## config.mk

```make
export PLATFORM = sky130hd
export DESIGN_NAME = alu_mult_seq
export DESIGN_NICKNAME = d
export VERILOG_FILES = /design/src/rtl/alu_mult_seq.sv
export SDC_FILE = /design/constraint.sdc
export NUM_CORES = 1
export LEC_CHECK = 0
export CAP_MARGIN = 20
export CORE_UTILIZATION = 40
export CTS_CLUSTER_DIAMETER = 120
export CTS_CLUSTER_SIZE = 30
export DETAILED_ROUTE_END_ITERATION = 8
export GPL_ROUTABILITY_DRIVEN = 0
export HOLD_SLACK_MARGIN = 0.06
export MAX_ROUTING_LAYER = met4
export PLACE_DENSITY = 0.69
export SLEW_MARGIN = 20
export SYNTH_ARGS = -nofsm -noshare
export SYNTH_HDL_FRONTEND = slang
export SYNTH_SLANG_ARGS = --single-unit
export TNS_END_PERCENT = 1
```

## constraint.sdc

```tcl
create_clock -name clk -period 4.8 [get_ports clk]
set_input_delay 1.2 -clock clk [delete_from_list [all_inputs] [get_ports clk]]
set_output_delay 1.2 -clock clk [all_outputs]
set_load 0.005 [all_outputs]
```

## src/rtl/alu_mult_seq.sv

```systemverilog
`default_nettype none
// +----------------------------------------------------------------------+
// | Module  : alu_mult_seq                                               |
// | Purpose : Iterative 32x32->64 MULT/MULTU sequencer. Borrows the      |
// |           shared ALU through req/gnt for a shift-add loop and        |
// |           delivers HI/LO with busy/done for hazard stalling.         |
// | Revision: 1.0 - initial release                                      |
// +----------------------------------------------------------------------+
module alu_mult_seq #(
  parameter int WIDTH = 32,
  parameter int ITERS = 32   // one iteration per multiplier bit; keep equal to WIDTH
) (
  input  logic             clk,
  input  logic             rst,
  input  logic             start,
  input  logic             is_signed,
  input  logic [WIDTH-1:0] op_a,
  input  logic [WIDTH-1:0] op_b,
  input  logic             flush,
  input  logic             alu_gnt,
  input  logic [WIDTH-1:0] alu_result,
  output logic             alu_req,
  output logic [WIDTH-1:0] alu_a,
  output logic [WIDTH-1:0] alu_b,
  output logic [2:0]       alu_ctl,
  output logic             busy,
  output logic             done,
  output logic [WIDTH-1:0] hi,
  output logic [WIDTH-1:0] lo
);

  localparam logic [2:0] c_ALU_ADD = 3'b010;
  localparam logic [2:0] c_ALU_SUB = 3'b110;
  localparam int         c_CNT_W   = $clog2(ITERS) + 1;

  typedef enum logic [2:0] {
    S_IDLE  = 3'd0,
    S_NEG_A = 3'd1,
    S_NEG_B = 3'd2,
    S_ITER  = 3'd3,
    S_FIX   = 3'd4,
    S_DONE  = 3'd5
  } state_t;

  state_t               r_state;
  state_t               w_state_nxt;
  logic [WIDTH-1:0]     r_mcand;
  logic [WIDTH-1:0]     r_hi;
  logic [WIDTH-1:0]     r_lo;
  logic                 r_sign;
  logic                 r_signed_op;
  logic [c_CNT_W-1:0]   r_cnt;

  logic                 w_carry;
  logic [WIDTH:0]       w_sum;
  logic                 w_last;
  logic                 w_abort;
  logic [2*WIDTH-1:0]   w_prod_neg;

  // The ALU add wrapped iff its result is smaller than the hi operand.
  assign w_carry    = (alu_result < r_hi);
  // 33-bit partial sum; shifting it right by one gives the new hi and the bit fed into lo.
  assign w_sum      = r_lo[0] ? {w_carry, alu_result} : {1'b0, r_hi};
  assign w_last     = (r_cnt == c_CNT_W'(ITERS - 1));
  assign w_abort    = flush && (r_state != S_IDLE);
  // Final sign correction is done locally so FIX never waits on the ALU.
  assign w_prod_neg = (~{r_hi, r_lo}) + (2*WIDTH)'(1);

  assign hi = r_hi;
  assign lo = r_lo;

  // State register.
  always_ff @(posedge clk) begin
    if (rst) r_state <= S_IDLE;
    else     r_state <= w_state_nxt;
  end

  // Next-state decode and ALU/status outputs.
  always_comb begin
    w_state_nxt = r_state;
    alu_req     = 1'b0;
    alu_a       = '0;
    alu_b       = '0;
    alu_ctl     = 3'b000;
    busy        = 1'b1;
    done        = 1'b0;
    case (r_state)
      S_IDLE: begin
        busy = 1'b0;
        if (start && !flush) w_state_nxt = is_signed ? S_NEG_A : S_ITER;
      end
      S_NEG_A: begin
        alu_req = 1'b1;
        alu_b   = r_mcand;
        alu_ctl = c_ALU_SUB;
        if (alu_gnt) w_state_nxt = S_NEG_B;
      end
      S_NEG_B: begin
        alu_req = 1'b1;
        alu_b   = r_lo;
        alu_ctl = c_ALU_SUB;
        if (alu_gnt) w_state_nxt = S_ITER;
      end
      S_ITER: begin
        alu_req = 1'b1;
        alu_a   = r_hi;
        alu_b   = r_mcand;
        alu_ctl = c_ALU_ADD;
        if (alu_gnt && w_last) w_state_nxt = r_signed_op ? S_FIX : S_DONE;
      end
      S_FIX: w_state_nxt = S_DONE;
      S_DONE: begin
        busy        = 1'b0;
        done        = 1'b1;
        w_state_nxt = S_IDLE;
      end
      default: w_state_nxt = S_IDLE;
    endcase
    // A pipeline flush abandons any operation in flight.
    if (w_abort) w_state_nxt = S_IDLE;
  end

  // Operand capture, sign-magnitude conversion, shift-add loop and final negate.
  always_ff @(posedge clk) begin
    if (rst) begin
      r_mcand     <= '0;
      r_hi        <= '0;
      r_lo        <= '0;
      r_sign      <= 1'b0;
      r_signed_op <= 1'b0;
      r_cnt       <= '0;
    end else if (!w_abort) begin
      case (r_state)
        S_IDLE: begin
          if (start && !flush) begin
            r_sign      <= is_signed & (op_a[WIDTH-1] ^ op_b[WIDTH-1]);
            r_signed_op <= is_signed;
            r_mcand     <= op_a;
            r_hi        <= '0;
            r_lo        <= op_b;
            r_cnt       <= '0;
          end
        end
        S_NEG_A: if (alu_gnt && r_mcand[WIDTH-1]) r_mcand <= alu_result;
        S_NEG_B: if (alu_gnt && r_lo[WIDTH-1])    r_lo    <= alu_result;
        S_ITER: begin
          if (alu_gnt) begin
            r_hi  <= w_sum[WIDTH:1];
            r_lo  <= {w_sum[0], r_lo[WIDTH-1:1]};
            r_cnt <= r_cnt + c_CNT_W'(1);
          end
        end
        S_FIX: if (r_sign) {r_hi, r_lo} <= w_prod_neg;
        default: ;
      endcase
    end
  end

endmodule
`default_nettype wire

```

* Word level (Yosys, flattened, before mapping)
Cells that the tools add are included.
Word-level totals: flip-flop bits (word level) 107, output and inout port bits 134
Operators by class: add/subtract/negate cells 2, magnitude comparators 1, eq/ne operators 14, mux-type cells 29, bitwise operators 4, reductions and logical operators 23
Operators by type and width (number):
- two-way mux 32 bit | 10
- case mux 32 bit (2 select lines) | 2
- case mux 32 bit (4 select lines) | 1
- case mux 32 bit (3 select lines) | 1
- adder 64 x 1 -> 64 bit (second input constant) | 1
- inverter 64 bit | 1
- two-way mux 33 bit | 1
- < comparator 32 bit | 1
- != test 2 bit (second input constant) | 8
- case mux 3 bit (5 select lines) | 1
- two-way mux 3 bit | 4
- two-way mux 6 bit | 2
- case mux 6 bit (2 select lines) | 1
- AND reduction 4 bit | 3
- OR reduction 2 bit | 4
- adder 6 x 1 -> 6 bit (second input constant) | 1
- equality test 3 x 2 -> 1 bit (second input constant) | 2
- equality test 3 bit (second input constant) | 2
- equality test 6 x 5 -> 1 bit (second input constant) | 1
- case mux 3 bit (2 select lines) | 1
- AND reduction 6 bit | 1
- nonzero test 3 bit | 2
- logical AND 1 bit | 5
- AND reduction 5 bit | 1
- other kinds (12) | 16

* Logic depth before layout (Yosys ltp)
Gate-level depths: netlist of the first run.
word-level depth 4, depth in mapped cells 10

* Worst setup path before layout of the first run
No wires, ideal clock.
path type input to register, from input port flush, to register r_cnt[5], data arrival time 3114 ps, setup slack 1616 ps, cell stages on the path 7, path buffers 2, path through buf_1 > or2_0 > clkbuf_1 > a211oi_1 > nand4_1 > or3_1 > a21oi_1
On the way: cells in the longest elaborated chain, start to end 4, elaborated cells on any way between the ends 6, classes of those cells 1 x eq/ne; 1 x bitwise; 4 x reduce/logical
Ends and longest elaborated chain:
- start, declared | RTL line 19 | input logic flush,
- logical NOT 1 bit | RTL line 135 | if (start && !flush) begin
- logical AND 1 bit | RTL line 135
- != test 2 bit (no line)
- AND reduction 4 bit (no line) *
- end signal, assigned | RTL line 150 | r_cnt <= r_cnt + c_CNT_W'(1);
- end, declared | RTL line 52 | logic [c_CNT_W-1:0] r_cnt;
Every way passes the cells marked *; elsewhere a longest branch is shown, timed or not. A chain may end at the register's enable or synchronous reset.

* Worst setup path after layout of the first run
from register r_state[2], to output port alu_b[12]
On the way: cells in the longest elaborated chain, start to end 3, elaborated cells on any way between the ends 5, classes of those cells 3 x eq/ne; 1 x mux; 1 x reduce/logical
Ends and longest elaborated chain:
- start, declared | RTL line 45 | state_t r_state;
- start signal, assigned | RTL line 75 | else r_state <= w_state_nxt;
- equality test 3 x 2 -> 1 bit or equality test 3 x 1 -> 1 bit (tied branches) | RTL line 87 | case (r_state)
- OR reduction 2 bit (no line)
- case mux 32 bit (2 select lines) * | RTL line 87
- end, declared | RTL line 24 | output logic [WIDTH-1:0] alu_b,
Marked as above.

==> results of run 1 <==
[logic make-up (layout without fill, tap and decap cells)]
kind of cell | after synthesis | after routing | share of synthesized area, %
flops | 107 | 107 | 25.1
other cells | 1 | 1 | 0.0440
buf+inv | 143 | 316 | 6.46
fa+ha+maj | 33 | 33 | 4.84
mux | 88 | 88 | 10.5
simple gates | 417 | 417 | 23.8
compound gates | 366 | 366 | 28.6
xor+xnor | 7 | 7 | 0.719
[metrics by stage]
stage | cell area (um^2) | setup WS, ns | hold WS, ns
floorplan | 8530 | 1.62 | 0.437
global placement | 11000 | 1.17 | 0.449
detailed placement | 11000 | 1.10 | 0.464
CTS | 11300 | 0.959 | 0.475
global route | 11300 | 0.887 | 0.504
finish | 11300 | 0.992 | 0.477
[placed cells by master (no fill, tap or decap), drive strengths merged, types with 14 or more instances in the layout]
master	Yosys	routed
a211oi	47	47
a21oi	106	106
a22o	32	32
a31oi	18	18
buf	13	27
clkdlybuf4s50	0	233
dfxtp	107	107
ha	33	33
inv	40	42
mux2i	75	75
nand2	67	67
nand3	21	21
nand4	28	28
nor2	160	160
nor3	55	55
nor4	20	20
o21ai	63	63
o22ai	18	18
o32ai	14	14
or4	14	14
[path summary, 6_finish.rpt]
kind / start / endpoint / slack, ns / cells after the start
setup reg to reg: r_state[0] / hi[10] / 1.52 / 7
setup / recovery: r_state[2] / alu_b[12] / 0.99 / 5
hold reg to reg: r_sign / r_sign / 0.48 / 2
hold / removal: r_sign / r_sign / 0.48 / 2
[metal layers]
layer | part of all wire [%] | up-vias | wire [um]
met2 | 46 | 520 | 16200
met1 | 42 | 4741 | 14600
met3 | 9.7 | 66 | 3380
li1 | - | 4700 | -
met5 | 0 | - | 0
met4 | 2.4 | 0 | 826
[power groups by stage]
stage,registers [mW],logic (mW),clock network (mW)
after detailed placement,1.20,1.82,0
after global placement,1.20,1.79,0
after CTS,1.18,1.82,0.826
final,1.19,1.85,0.826
after floorplan,1.13,1.18,0
after global routing,1.21,1.99,0.862
[cell type report]
type | count | area share (%)
Clock inverter | 6 | 0.628
Clock buffer | 10 | 2.11
Tap cell | 275 | 3.03
Multi-Input combinational cell | 912 | 51.7
Timing Repair Buffer | 260 | 22.3
Sequential cell | 107 | 18.9
Inverter | 40 | 1.32
[registers in the layout, indices dropped and copies added, names as in the netlist]
signal,cells
r_mcand,32
r_cnt,6
r_state,3
r_signed_op,1
hi,32
r_sign,1
lo,32
[worst max-delay path, stage by stage (launching register included)]
cell	delay [ns]
dfxtp_1	0.44
nand2b_1	0.23
nor2_2	0.42
buf_4	0.40
a22o_1	0.21
clkdlybuf4s50_1	0.52
==> metrics, run 1 <==
Initial Util 40.7%; leak pwr 3.80 nW; placed cells 1594; final hold violation count 0; final setup fails 0; Setup crit start kind flop; Layout fillers 2099; met3 usage 5.68%; antenna violations before repair 0; most common cell in the netlist nor2_1; DR iter-0 viols 1198; Final TNS setup 0 ns; min Tclk post-route 3.81 ns; hold_buf cts 0; met1 usage 41.2%; Pwr per Cell Area 341 nW/um^2; post-synth cell types 70; worst-margin pin slew 1.05 ns; power share of the sequential group 30.7%; Pre-antenna DRT Iters 5; Post-synth ARST share 0%; CTS tree yes; Clock Latency Late Sink 0.38 ns; routed vias/inst 6.23; Slew Limit Fails 0; GRT Total Usage 32.0%; Fin Clk Skew 0.0194 ns; Top FF cell, synth dfxtp_1; multi-input logic area 5860 um^2; flops & latches, synth 107; most instantiated cells after synthesis 160 x nor2_1, 107 x dfxtp_1, 106 x a21oi_1; crit-path max FO 23; fin cells 1610; EDFF count, synth 0; Remaining DRCs 0; syn nets 1297; fin util 54.2%; Req. time, crit path 3.60 ns; Seq. cell area 2140 um^2; Slew HR 29.5%; largest cells by area after synthesis dfxtp_1 25%, mux2i_1 8.8%, nor2_1 7.0%, a21oi_1 6.2%, ha_1 4.8%; Chip Width 148 um; TritonCTS buffer count 9; clock share of power 21.4%; Worst setup EP type primary output; post-synthesis sequential area ratio 25.1%; DRT antenna net count 0; total global routing overflow 0; full die area 21900 um^2; Std-Cell Rows 53; Clock Pin Slew Worst Setup and Hold Paths 0.08 ns; status finished clean; yosys warns 0; Port Buffer Count 234; GR Util met2 50.5%; peak supply drop 148 uV; Sw Share 42.6%; P_sw 1.65 mW; Cell Area, Synth 8530 um^2; critical path class reg -> out; nets 1465; # clock sinks 107; clk buf depth 2; total internal power 2.22 mW; I/O pins 236; core footprint 21000 um^2; postcts setup bufs 0; clock root buffer master clkbuf_16; Comb power frac 47.9%; post-synth top area share 25.1%; total wire length 35.0 mm; ratio of cells with drive above 1 in the final layout 6.29%; Syn-to-layout area delta 33.1%; max_cap viols 0; fmax 0.263 GHz; CP arrival 2.61 ns; post-synth top area cell dfxtp_1; period utilization 79.3%; Most Crowded Layer GR met2; Syn Area/Cell 7.34 um^2; Die Height 148 um; Hold Path Class reg -> reg; HPWL Detailed 24.4 mm; htree depth 3; via count 10000; vias in the first global route 9301; RSZ-0062 raised after global routing false; n_diodes 0; largest net degree at the start of global routing 54; synthesized instance count 1162; post-CTS sizing 0; Power Total 3.86 mW; first-pass GRT wire length 53.1 mm; post-DR wirelength/cell 21.7 um
Note: power is estimated with default switching activity, not from simulation.
==> run 2: changes to the inputs <==
--- a/config.mk
+++ b/config.mk
@@ -13,7 +13,7 @@
 export GPL_ROUTABILITY_DRIVEN = 0
 export HOLD_SLACK_MARGIN = 0.06
 export MAX_ROUTING_LAYER = met4
-export PLACE_DENSITY = 0.69
+export PLACE_DENSITY = 0.71
 export SLEW_MARGIN = 20
 export SYNTH_ARGS = -nofsm -noshare
 export SYNTH_HDL_FRONTEND = slang
==> constraint.sdc (replaced) <==
create_clock -name clk -period 3.37 [get_ports clk]
set_input_delay 0.8425 -clock clk [delete_from_list [all_inputs] [get_ports clk]]
set_output_delay 0.8425 -clock clk [all_outputs]
set_load 0.005 [all_outputs]
==> run 2 against run 1 <==
Compared with the run above: core utilization up 1.5 points; clock skew down 0.011 ns; critical path depth unchanged; critical path type unchanged; largest power group unchanged; highest routed layer unchanged.
==> metrics, run 2 (synthesis gave the netlist of run 1 again) <==
clk buf depth 2 (unchanged); worst-margin pin slew 0.736 ns (-0.311 ns); HPWL Detailed 25.8 mm (+5.8%); # clock sinks 107 (unchanged); Req. time, crit path 2.53 ns (-1.07 ns); Final Instance Area 11700 um^2 (+2.9%); ratio of cells with drive above 1 in the final layout 8.75% (+2.5 points); Worst setup EP type primary output; RSZ-0062 raised after global routing false; hold_buf cts 0 (unchanged); via count 10400 (+3.3%); clock root buffer master clkbuf_16; post-CTS sizing 0 (unchanged); min Tclk post-route 3.24 ns; n_diodes 0 (unchanged); commonest non-fill, non-tap cell in the layout clkdlybuf4s50_1; Pre-antenna DRT Iters 6 (+1); most frequent cells in the layout 233 x clkdlybuf4s50_1, 158 x nor2_1, 106 x a21oi_1, 105 x dfxtp_1, 75 x mux2i_1; peak supply drop 303 uV (+100%); clock share of power 21.3% (about the same); Clock Pin Slew Worst Setup and Hold Paths 0.08 ns (about the same); htree depth 3 (unchanged); fin cells 1646 (+2.2%); Sw Share 41.7% (-0.92 points); first-pass GRT wire length 54.8 mm (+3.4%); Clock Latency Late Sink 0.36 ns (-0.02 ns); I/O pins 236 (unchanged); max_cap viols 0 (unchanged); Chip Width 148 um (unchanged); Die Height 148 um (unchanged); leak pwr 4.00 nW (+5.4%); critical path class reg -> out; P_sw 2.36 mW (+43%); placed cell area 11300 um^2 (+2.8%); TritonCTS buffer count 9 (unchanged); full die area 21900 um^2 (unchanged); nets 1501 (+2.5%); Worst R2R Path Depth 7 (unchanged); Pwr per Cell Area 484 nW/um^2 (+42%); post-DR wirelength/cell 21.8 um (+0.26%); CTS tree yes; period utilization 96.1%; Slew Limit Fails 0 (unchanged); hold depth 2 (unchanged); crit-path max FO 56 (+140%); Initial Util 40.7% (unchanged); Syn-to-layout area delta 36.9%; total global routing overflow 0 (unchanged); total internal power 3.29 mW (+49%); Fin Clk Skew 0.00867 ns (-0.0107 ns); DRT antenna net count 0 (unchanged); Final TNS setup 0 ns (unchanged); Port Buffer Count 234 (unchanged); Comb power frac 48.5% (+0.6 points); CP arrival 2.40 ns (-0.21 ns); routed vias/inst 6.29 (+1.0%); vias in the first global route 9466 (+1.8%); GRT Total Usage 33.2% (+1.1 points); Slew HR 50.5% (+21 points); Hold Path Class reg -> reg; final hold violation count 0 (unchanged); total wire length 35.8 mm (+2.5%); Layout fillers 2040 (-2.8%); final setup fails 0 (unchanged); largest net degree at the start of global routing 57 (+5.6%); fmax 0.309 GHz; Remaining DRCs 0 (unchanged); core footprint 21000 um^2 (unchanged); antenna violations before repair 0 (unchanged); DR iter-0 viols 1115 (-6.9%); status finished clean; postcts setup bufs 0 (unchanged); Std-Cell Rows 53 (unchanged); placed cells 1630 (+2.3%); Setup crit start kind flop; power share of the sequential group 30.2% (-0.5 points)
-- run 2: cell count changes in the layout (fill, tap and decap cells not counted) --
cell / previous run / this run
buf_12: 0 / 3
clkinvlp_4: 2 / 1
clkbuf_8: 1 / 0
clkinv_2: 0 / 1
inv_6: 2 / 0
bufinv_16: 1 / 2
buf_4: 27 / 60
inv_8: 0 / 1
clkinv_4: 1 / 2
-- run 2: metrics by stage --
stage | setup slack (ns) | power [mW] | hold slack [ns] | utilization, %
4_1_cts | 0.204 | 5.58 | 0.462 | 55.7
3_3_place_gp | 0.317 | 4.37 | 0.444 | 54.1
2_1_floorplan | 0.544 | 3.29 | 0.437 | -
3_5_place_dp | 0.240 | 4.40 | 0.451 | 54.1
5_1_grt | 0.0780 | 5.92 | 0.498 | 55.7
6_report | 0.131 | 5.65 | 0.468 | 55.7
-- run 2: worst paths after layout --
check                                    to         from  slack [ns]
worst max-delay path              alu_a[29]   r_state[0]        0.13
worst min-delay path            r_signed_op  r_signed_op        0.47
worst max register to register       hi[29]   r_state[1]        0.38
worst min register to register  r_signed_op  r_signed_op        0.47
-- run 2: critical path, stage by stage, from the launching register on --
cell and delay (ns):
dfxtp_2 0.47, nor2b_2 0.43, nand2_2 0.18, buf_12 0.22, nor2_1 0.15, clkdlybuf4s50_1 0.52
-- run 2: power groups by stage --
stage | Sequential (mW) | Clock, mW | Combinational, mW
after floorplan | 1.61 | 0 | 1.68
after global placement | 1.72 | 0 | 2.65
after detailed placement | 1.73 | 0 | 2.68
after CTS | 1.70 | 1.20 | 2.69
after global routing | 1.73 | 1.24 | 2.95
final | 1.71 | 1.20 | 2.74
-- run 2: per-layer routing --
| metal | vias to the layer above | track usage (%) | share of wire, % |
|---|---|---|---|
| met5 | - | - | 0 |
| met4 | 0 | 10.9 | 2.6 |
| met3 | 66 | 4.97 | 9.8 |
| met2 | 592 | 51.5 | 46 |
| met1 | 4937 | 43.8 | 42 |
| li1 | 4762 | - | - |
-- run 2: area by class of cell --
type / count / area, um^2 / area share (%)
inverter: 40 / 150 / 1.29
timing repair buffer: 296 / 2840 / 24.4
clock inverter: 7 / 101 / 0.868
multi-input combinational: 912 / 5860 / 50.2
tap: 275 / 344 / 2.95
clock buffer: 9 / 225 / 1.93
sequential: 107 / 2140 / 18.4
==> run 3: changes to the inputs <==
--- a/config.mk
+++ b/config.mk
@@ -14,6 +14,7 @@
 export HOLD_SLACK_MARGIN = 0.06
 export MAX_ROUTING_LAYER = met4
 export PLACE_DENSITY = 0.71
+export REMOVE_ABC_BUFFERS = 1
 export SLEW_MARGIN = 20
 export SYNTH_ARGS = -nofsm -noshare
 export SYNTH_HDL_FRONTEND = slang
==> run 3 against run 2 <==
Compared with the run above: setup slack worse by 0.015 ns; final cell count increased by 0.18%; first-iteration DRC count fell by 13%.
==> metrics, run 3 (synthesis gave the netlist of run 1 again) <==
Worst setup EP type primary output; Slew Limit Fails 0 (unchanged); Pre-antenna DRT Iters 5 (-1); full die area 21900 um^2 (unchanged); RSZ-0062 raised after global routing true; antenna violations before repair 2 (+2); Syn-to-layout area delta 36.3%; fmax 0.307 GHz (-0.46%); post-CTS sizing 1 (+1); multi-input logic area 5870 um^2 (+0.13%); peak supply drop 254 uV (-16%); postcts setup bufs 0 (unchanged); Clock Pin Slew Worst Setup and Hold Paths 0.07 ns (about the same); Fin Clk Skew 0.0107 ns (+0.00204 ns); hold_buf cts 0 (unchanged); HPWL Detailed 24.8 mm (-3.7%); fin cells 1649 (+0.18%); Die Height 148 um (unchanged); hold endpoint r_signed_op; Initial Util 40.7% (unchanged); CP max stage delay 0.52 ns (about the same); Slew HR 49.0% (-1.5 points); r2r setup slk 0.40 ns (+0.02 ns); crit-path max FO 59 (+5.4%); total wire length 34.5 mm (-3.6%); post-DR wirelength/cell 20.9 um (-3.8%); Hold Path Class reg -> reg; placed cells 1632 (+0.12%); Final Instance Area 11600 um^2 (-0.39%); CTS tree yes; Req. time, crit path 2.53 ns (about the same); DRT antenna net count 0 (unchanged); CP arrival 2.41 ns (about the same); Seq. cell area 2140 um^2 (unchanged); largest net degree at the start of global routing 60 (+5.3%); period utilization 96.6% (+0.45 points); placed cell area 11400 um^2 (about the same); commonest non-fill, non-tap cell in the layout clkdlybuf4s50_1; total global routing overflow 0 (unchanged); min Tclk post-route 3.25 ns (+0.0150 ns); final setup fails 0 (unchanged); r2r endpoint hi[30]; vias in the first global route 9403 (-0.67%); core footprint 21000 um^2 (unchanged); via count 10200 (-1.9%); Setup WS pre-CTS 0.196 ns (-0.0444 ns); # clock sinks 107 (unchanged); CP delay by family, top buffers and inverters; htree depth 3 (unchanged); clk buf depth 2 (unchanged); Final TNS setup 0 ns (unchanged); Port Buffer Count 234 (unchanged); DR iter-0 viols 967 (-13%); max_cap viols 0 (unchanged); final hold violation count 0 (unchanged); first-pass GRT wire length 52.8 mm (-3.8%); Worst R2R Path Depth 6 (-1); Power Total 5.49 mW (-2.9%); nets 1503 (+0.13%); hold depth 2 (unchanged); clock root buffer master clkbuf_16; status finished clean; ratio of cells with drive above 1 in the final layout 8.67% (-0.079 points); hold path start r_signed_op; worst-margin pin slew 0.760 ns (+0.0235 ns); Pwr per Cell Area 472 nW/um^2 (-2.5%); leak pwr 3.97 nW (-0.79%); fin worst setup slack 0.116 ns (-0.0150 ns); Clock Latency Late Sink 0.37 ns (about the same); Remaining DRCs 0 (unchanged); Std-Cell Rows 53 (unchanged); Final Hold Slack 0.469 ns (+0.000980 ns); fin util 55.5% (-0.21 points); critical path, cell by cell buf_4 -> nor2b_2 -> buf_6 -> nand2_2 -> buf_12 -> nor2_1 -> clkdlybuf4s50_1; Chip Width 148 um (unchanged); most frequent cells in the layout 233 x clkdlybuf4s50_1, 157 x nor2_1, 106 x a21oi_1, 105 x dfxtp_1, 75 x mux2i_1; Layout fillers 1994 (-2.3%); Setup crit start kind flop; critical path class reg -> out; TritonCTS buffer count 9 (unchanged); GRT Total Usage 31.9% (-1.2 points); slowest stage cell, crit path clkdlybuf4s50_1; WP buf/inv 4 (+2); R2R Path Start lo[17]; routed vias/inst 6.16 (-2.1%); I/O pins 236 (unchanged)
-- run 3: metal layers --
layer | GRT usage (%) | part of all wire [%] | vias to the layer above
met5 | - | 0 | -
met4 | 12.5 | 3.0 | 0
met3 | 5.34 | 10 | 89
met2 | 47.9 | 44 | 563
met1 | 42.6 | 43 | 4728
li1 | - | - | 4778
-- run 3: cell type report --
type / instances / area share [%]
multi-input cells: 912 / 50.5
repair buffers: 298 / 24.5
flip-flops and latches: 107 / 18.4
well taps: 275 / 2.96
clock buffers: 13 / 2.15
inverters: 40 / 1.29
clock inverters: 2 / 0.108
diodes: 2 / 0.0430
-- run 3: worst max-delay path by stage --
stage,slack (ns),depth (start not counted),start,endpoint
after global routing,-0.009,5,r_state[2],alu_b[30]
after CTS,0.07,7,r_state[2],alu_a[15]
after floorplan,-1.92,4,r_state[0],r_mcand[0]
after global placement,0.25,5,r_state[2],alu_b[30]
final,0.12,7,r_state[2],alu_a[12]
after detailed placement,0.20,5,r_state[2],alu_b[30]
-- run 3: report_power, final --
group	switching [mW]	total, mW	internal [mW]
registers	0.245	1.69	1.44
logic	1.56	2.77	1.21
clock network	0.515	1.03	0.520
-- run 3: worst min-delay path: stages, from the launching register on --
cell	delay [ns]
dfxtp_1	0.32
nand2_1	0.05
a21oi_1	0.05
